[src/rtl/qif_spike_isi_encoder.sv]
// qif_spike_isi_encoder: turns rising edges of the QIF spike line into
// inter-spike-interval words, filtered by a refractory window and queued in a small FIFO.
module qif_spike_isi_encoder #(
    parameter int ISI_W      = 8,
    parameter int FIFO_DEPTH = 4,
    parameter int REFRACT    = 2
) (
    input  logic                              clk,
    input  logic                              rst,
    input  logic                              spike_in,
    output logic                              out_valid,
    input  logic                              out_ready,
    output logic [ISI_W-1:0]                  out_isi,
    output logic                              out_sat,
    output logic                              out_first,
    output logic [$clog2(FIFO_DEPTH+1)-1:0]   fifo_count,
    output logic                              drop
);
    localparam int AW = $clog2(FIFO_DEPTH);
    localparam int CW = $clog2(FIFO_DEPTH + 1);
    localparam int EW = ISI_W + 2;
    localparam logic [ISI_W-1:0] ISI_MAX = '1;
    localparam logic [ISI_W-1:0] REF_LIM = ISI_W'(REFRACT);
    localparam logic [CW-1:0]    FULL    = CW'(FIFO_DEPTH);

    logic             r_prev;
    logic             r_first_pend;
    logic             r_drop;
    logic [ISI_W-1:0] r_isi_cnt;
    logic [AW-1:0]    r_rd;
    logic [AW-1:0]    r_wr;
    logic [CW-1:0]    r_cnt;
    logic [EW-1:0]    r_head;
    logic [EW-1:0]    r_mem [FIFO_DEPTH];

    logic             w_event;
    logic             w_accept;
    logic             w_full;
    logic             w_pop;
    logic             w_push;
    logic [EW-1:0]    w_word;
    logic [CW-1:0]    w_cnt_pop;
    logic [CW-1:0]    w_cnt_next;
    logic [AW-1:0]    w_rd_next;

    always_comb begin
        w_event    = spike_in & ~r_prev;
        w_accept   = w_event & (r_first_pend | (r_isi_cnt > REF_LIM));
        w_full     = r_cnt == FULL;
        w_pop      = (r_cnt != '0) & out_ready;
        w_push     = w_accept & (~w_full | w_pop);
        w_word     = {r_first_pend, r_isi_cnt == ISI_MAX, r_isi_cnt};
        w_cnt_pop  = r_cnt - CW'(w_pop);
        w_cnt_next = w_cnt_pop + CW'(w_push);
        w_rd_next  = r_rd + AW'(w_pop);
    end

    always_ff @(posedge clk or posedge rst) begin
        if (rst) begin
            r_prev       <= 1'b0;
            r_first_pend <= 1'b1;
            r_drop       <= 1'b0;
            r_isi_cnt    <= '0;
            r_rd         <= '0;
            r_wr         <= '0;
            r_cnt        <= '0;
            r_head       <= '0;
        end else begin
            r_prev    <= spike_in;
            r_isi_cnt <= w_accept ? ISI_W'(1) :
                         (r_isi_cnt == ISI_MAX) ? r_isi_cnt : r_isi_cnt + ISI_W'(1);
            if (w_accept)
                r_first_pend <= 1'b0;
            if (w_accept & ~w_push)
                r_drop <= 1'b1;
            if (w_push)
                r_wr <= r_wr + AW'(1);
            r_rd  <= w_rd_next;
            r_cnt <= w_cnt_next;
            // Head register holds its value while empty; a word pushed into an
            // empty (or just-emptied) FIFO bypasses the array.
            if (w_cnt_next != '0)
                r_head <= (w_cnt_pop == '0) ? w_word : r_mem[w_rd_next];
        end
    end

    always_ff @(posedge clk) begin
        if (w_push)
            r_mem[r_wr] <= w_word;
    end

    assign out_valid  = r_cnt != '0;
    assign out_first  = r_head[EW-1];
    assign out_sat    = r_head[EW-2];
    assign out_isi    = r_head[ISI_W-1:0];
    assign fifo_count = r_cnt;
    assign drop       = r_drop;
endmodule
[config.mk]
export PLATFORM = sky130hd
export DESIGN_NAME = qif_spike_isi_encoder
export DESIGN_NICKNAME = d
export VERILOG_FILES = /design/src/rtl/qif_spike_isi_encoder.sv
export SDC_FILE = /design/constraint.sdc
export NUM_CORES = 1
export LEC_CHECK = 0
export CAP_MARGIN = 20
export CORE_MARGIN = 5
export CORE_UTILIZATION = 40
export DETAILED_ROUTE_END_ITERATION = 16
export SLEW_MARGIN = 30
export SYNTH_ARGS = -nofsm -noshare
export SYNTH_HDL_FRONTEND = slang
export SYNTH_SLANG_ARGS = --single-unit
export TNS_END_PERCENT = 1
[constraint.sdc]
create_clock -name clk -period 3.5 [get_ports clk]
set_clock_uncertainty 0.2 [all_clocks]
set_input_delay 0.7 -clock clk [delete_from_list [all_inputs] [get_ports clk]]
set_output_delay 0.7 -clock clk [all_outputs]
set_load 0.02 [all_outputs]
==> results.tsv <==
stage	metric	value	unit
synthesis	synth_area	0.002909	mm2
detailed_routing	wl_per_cell	15.59	um
power	p_int	2.052	mW
clock_tree	cts_max_level	3	
power	leakage	1.311	nW
place	io_buffers	18	
global_routing	grtUsageTotal	0.1293	
timing	totalNegativeSetupSlack	0	ns
cells_and_area	drive_gt1_frac	0.1660	
clock_tree	cts_tree	yes	
power	swShare	0.3514	
floorplan	die_w	95.28	um
worst_setup_path	cp-start-kind	flop	
cells_and_area	antenna_cells	0	
synthesis	ys_types	33	
worst_setup_path	cp_slowest_cell	dfrtp_1	
clock_tree	root_buffer	clkbuf_8	
synthesis	netlist_instances	201	
synthesis	synth_fp_nets	216	
worst_setup_path	critPathRequiredTime	3.51	ns
timing	fin_hold_ws	0.2613	ns
clock_tree	path_clk_slew	0.07	ns
timing	rsz0062_at_grt	false	
detailed_routing	dr.pass1.iters	4	
worst_setup_path	max_stage_delay	0.42	ns
outcome	status	completed	
detailed_routing	drc	0	
timing	timing.final.hold_violations	0	
place	placedCellCount	318	
floorplan	rows	31	
clock_tree	ctsResizeCount	0	
floorplan	die-area	0.009078	mm2
clock_tree	clockBufferDepth	2	
worst_setup_path	crit_top_cell	ha_1	
power	p_clk_frac	0.197	
synthesis	async_flop_share	0.4118	
clock_tree	postCtsHoldBufs	0	
place	dpl.hpwl	3411	um
floorplan	io_pins	19	
synthesis	ys_seq_elements	68	
power	combPwrFrac	0.404	
synthesis	synth_seq_area_share	0.6542	
detailed_routing	vias	1599	
hold_path	hold_path.class	reg2reg	
cells_and_area	area.growth.synth_to_final	17.51	%
detailed_routing	drtIter0Drc	63	
timing	finalSetupViolCount	0	
cells_and_area	nets	245	
power	sequentialPowerShare	0.399	
timing	slew_headroom	0.4985	
floorplan	start_util	0.4054	
synthesis	synth_edf_count	40	
timing	max_freq	0.3434	GHz
floorplan	die_h	95.28	um
detailed_routing	vias_per_cell	4.787	
power	power	3.163	mW
global_routing	gr-total-overflow	0	
global_routing	grt_pass1_wl	8314	um
synthesis	synth_warnings	0	
flow_run	maxCapViolCount	0	
clock_tree	cts_inserted_buffers	9	
cells_and_area	fillers	644	
detailed_routing	drtAntennaViolNets	0	
synthesis	avgSynthCellArea	14.47	um2
clock_tree	clock-sinks	68	
timing	fin_crit	2.912	ns
clock_tree	cts_setup_buffers	0	
global_routing	antenna_found_initial	0	
worst_setup_path	end_kind	flop	
power	power_density	925.4	mW/mm2
clock_tree	clk_latency	0.33	ns
detailed_routing	routed_wl	5207	um
worst_setup_path	path_cells	or3_1, and2_1, ha_1, ha_1, inv_1, ha_1, xor3_1, or3_1, buf_4, nor2_1, a31oi_1	
synthesis	synth-main-ff-cell	edfxtp_1	
global_routing	grt_max_degree	21	
worst_setup_path	critPathKind	reg2reg	
cells_and_area	stdcell_count	334	
power	p_sw	1.112	mW
power	max-vdd-ir-drop	0.0002650	V
worst_setup_path	path_max_fanout	20	
worst_setup_path	crit_arrival	2.92	ns
timing	worst_pin_slew	0.7514	ns
timing	maxSlewViolCount	0	
timing	fin_crit_sh	0.8320	
global_routing	grt_pass1_vias	1594	
place	place.gp.congestion	0.7171	
floorplan	core_area	0.007176	mm2
==> final cells by class <==
type,count,area (um2),share of cell area
Inverter,9,33.78,0.009883
Tap cell,99,123.9,0.03624
Multi-Input combinational cell,117,932.1,0.2727
Timing Repair Buffer,25,232.7,0.06808
Clock inverter,6,65.06,0.01903
Clock buffer,10,127.6,0.03734
Sequential cell,68,1903,0.5567
==> metrics by stage <==
| step | util | cell area (um2) | setup slack (ns) |
|---|---|---|---|
| 2_1_floorplan | - | 2909 | 0.5110 |
| 3_3_place_gp | 0.4495 | 3226 | 0.2374 |
| 3_5_place_dp | 0.4495 | 3226 | 0.2386 |
| 4_1_cts | 0.4764 | 3418 | 0.5595 |
| 5_1_grt | 0.4764 | 3418 | 0.3554 |
| 6_report | 0.4764 | 3418 | 0.5879 |
==> Yosys cell counts, types with 2 or more instances <==
cell type	number	area [um2]
ha_1	11	137.6
a21oi_1	3	15.01
a31oi_1	10	62.56
nor3_1	5	25.02
and3_1	2	12.51
inv_1	9	33.78
dfrtp_1	27	675.7
edfxtp_1	40	1201
nand2_1	23	86.33
or3_1	4	25.02
nand2b_1	3	18.77
mux4_2	10	225.2
buf_2	5	25.02
nor2_1	17	63.81
nand3_1	5	25.02
o21ai_0	3	15.01
xnor2_1	3	26.28
and2_1	6	37.54
==> worst max-delay path: cells and delay by family (launching register included) <==
family          cells  cell delay, ns
buf+inv             2            0.28
fa+ha+maj           3            0.62
simple gates        4            0.99
compound gates      1            0.05
flops               1            0.42
xor+xnor            1            0.22
==> power groups by stage <==
stage | clock [mW] | sequential [mW] | combinational (mW)
3_5_place_dp | 0 | 1.28 | 1.30
4_1_cts | 0.637 | 1.26 | 1.31
5_1_grt | 0.677 | 1.29 | 1.41
6_report | 0.624 | 1.26 | 1.28
3_3_place_gp | 0 | 1.28 | 1.29
2_1_floorplan | 0 | 1.34 | 0.824
==> flip-flops by register name, indices dropped and copies added (netlist names), 2 cells and up <==
register    cells
r_wr            2
r_head         10
fifo_count      3
r_mem          40
r_isi_cnt       8
r_rd            2
==> per-layer routing <==
metal / global-route usage / up-vias / routed length [um]
met5: 0 / - / 0
met4: 0.07933 / 0 / 100
met2: 0.2140 / 24 / 2658
met3: 0.02368 / 7 / 118
li1: - / 788 / -
met1: 0.1562 / 780 / 2329
==> cell usage in the layout, fill, tap and decap left out, types with 3 or more instances in the layout <==
cell and count:
edfxtp_1 40, dfrtp_1 27, nand2_1 23, clkdlybuf4s50_1 18
nor2_1 17, ha_1 11, mux4_2 10, a31oi_1 10
inv_1 9, clkbuf_8 9, buf_4 7, and2_1 6
nand3_1 5, nor3_1 5, or3_1 4, xnor2_1 3
nand2b_1 3, a21oi_1 3, o21ai_0 3
==> path summary, 6_finish.rpt <==
check,slack (ns),start,cells past startpoint,to
max,0.59,fifo_count[2],11,r_head[8]
min reg2reg,0.26,drop,1,drop
min,0.26,drop,1,drop
max reg2reg,0.59,fifo_count[2],11,r_head[8]
min in group asynchronous,0.59,rst,2,r_head[2]
max in group asynchronous,1.78,rst,3,r_first_pend
==> logic make-up (layout without fill, tap and decap cells) <==
| family | Yosys count | in the layout | synth area share |
|---|---|---|---|
| and+or+nand+nor | 70 | 70 | 0.1226 |
| DFF | 68 | 68 | 0.6542 |
| AOI/OAI and AO/OA | 19 | 19 | 0.04430 |
| buffers and inverters | 16 | 50 | 0.02537 |
| muxes | 12 | 12 | 0.08602 |
| adders and majority gates | 11 | 11 | 0.04731 |
| xor gates and xnor gates | 5 | 5 | 0.02022 |
(Power assumes the default switching activity.)
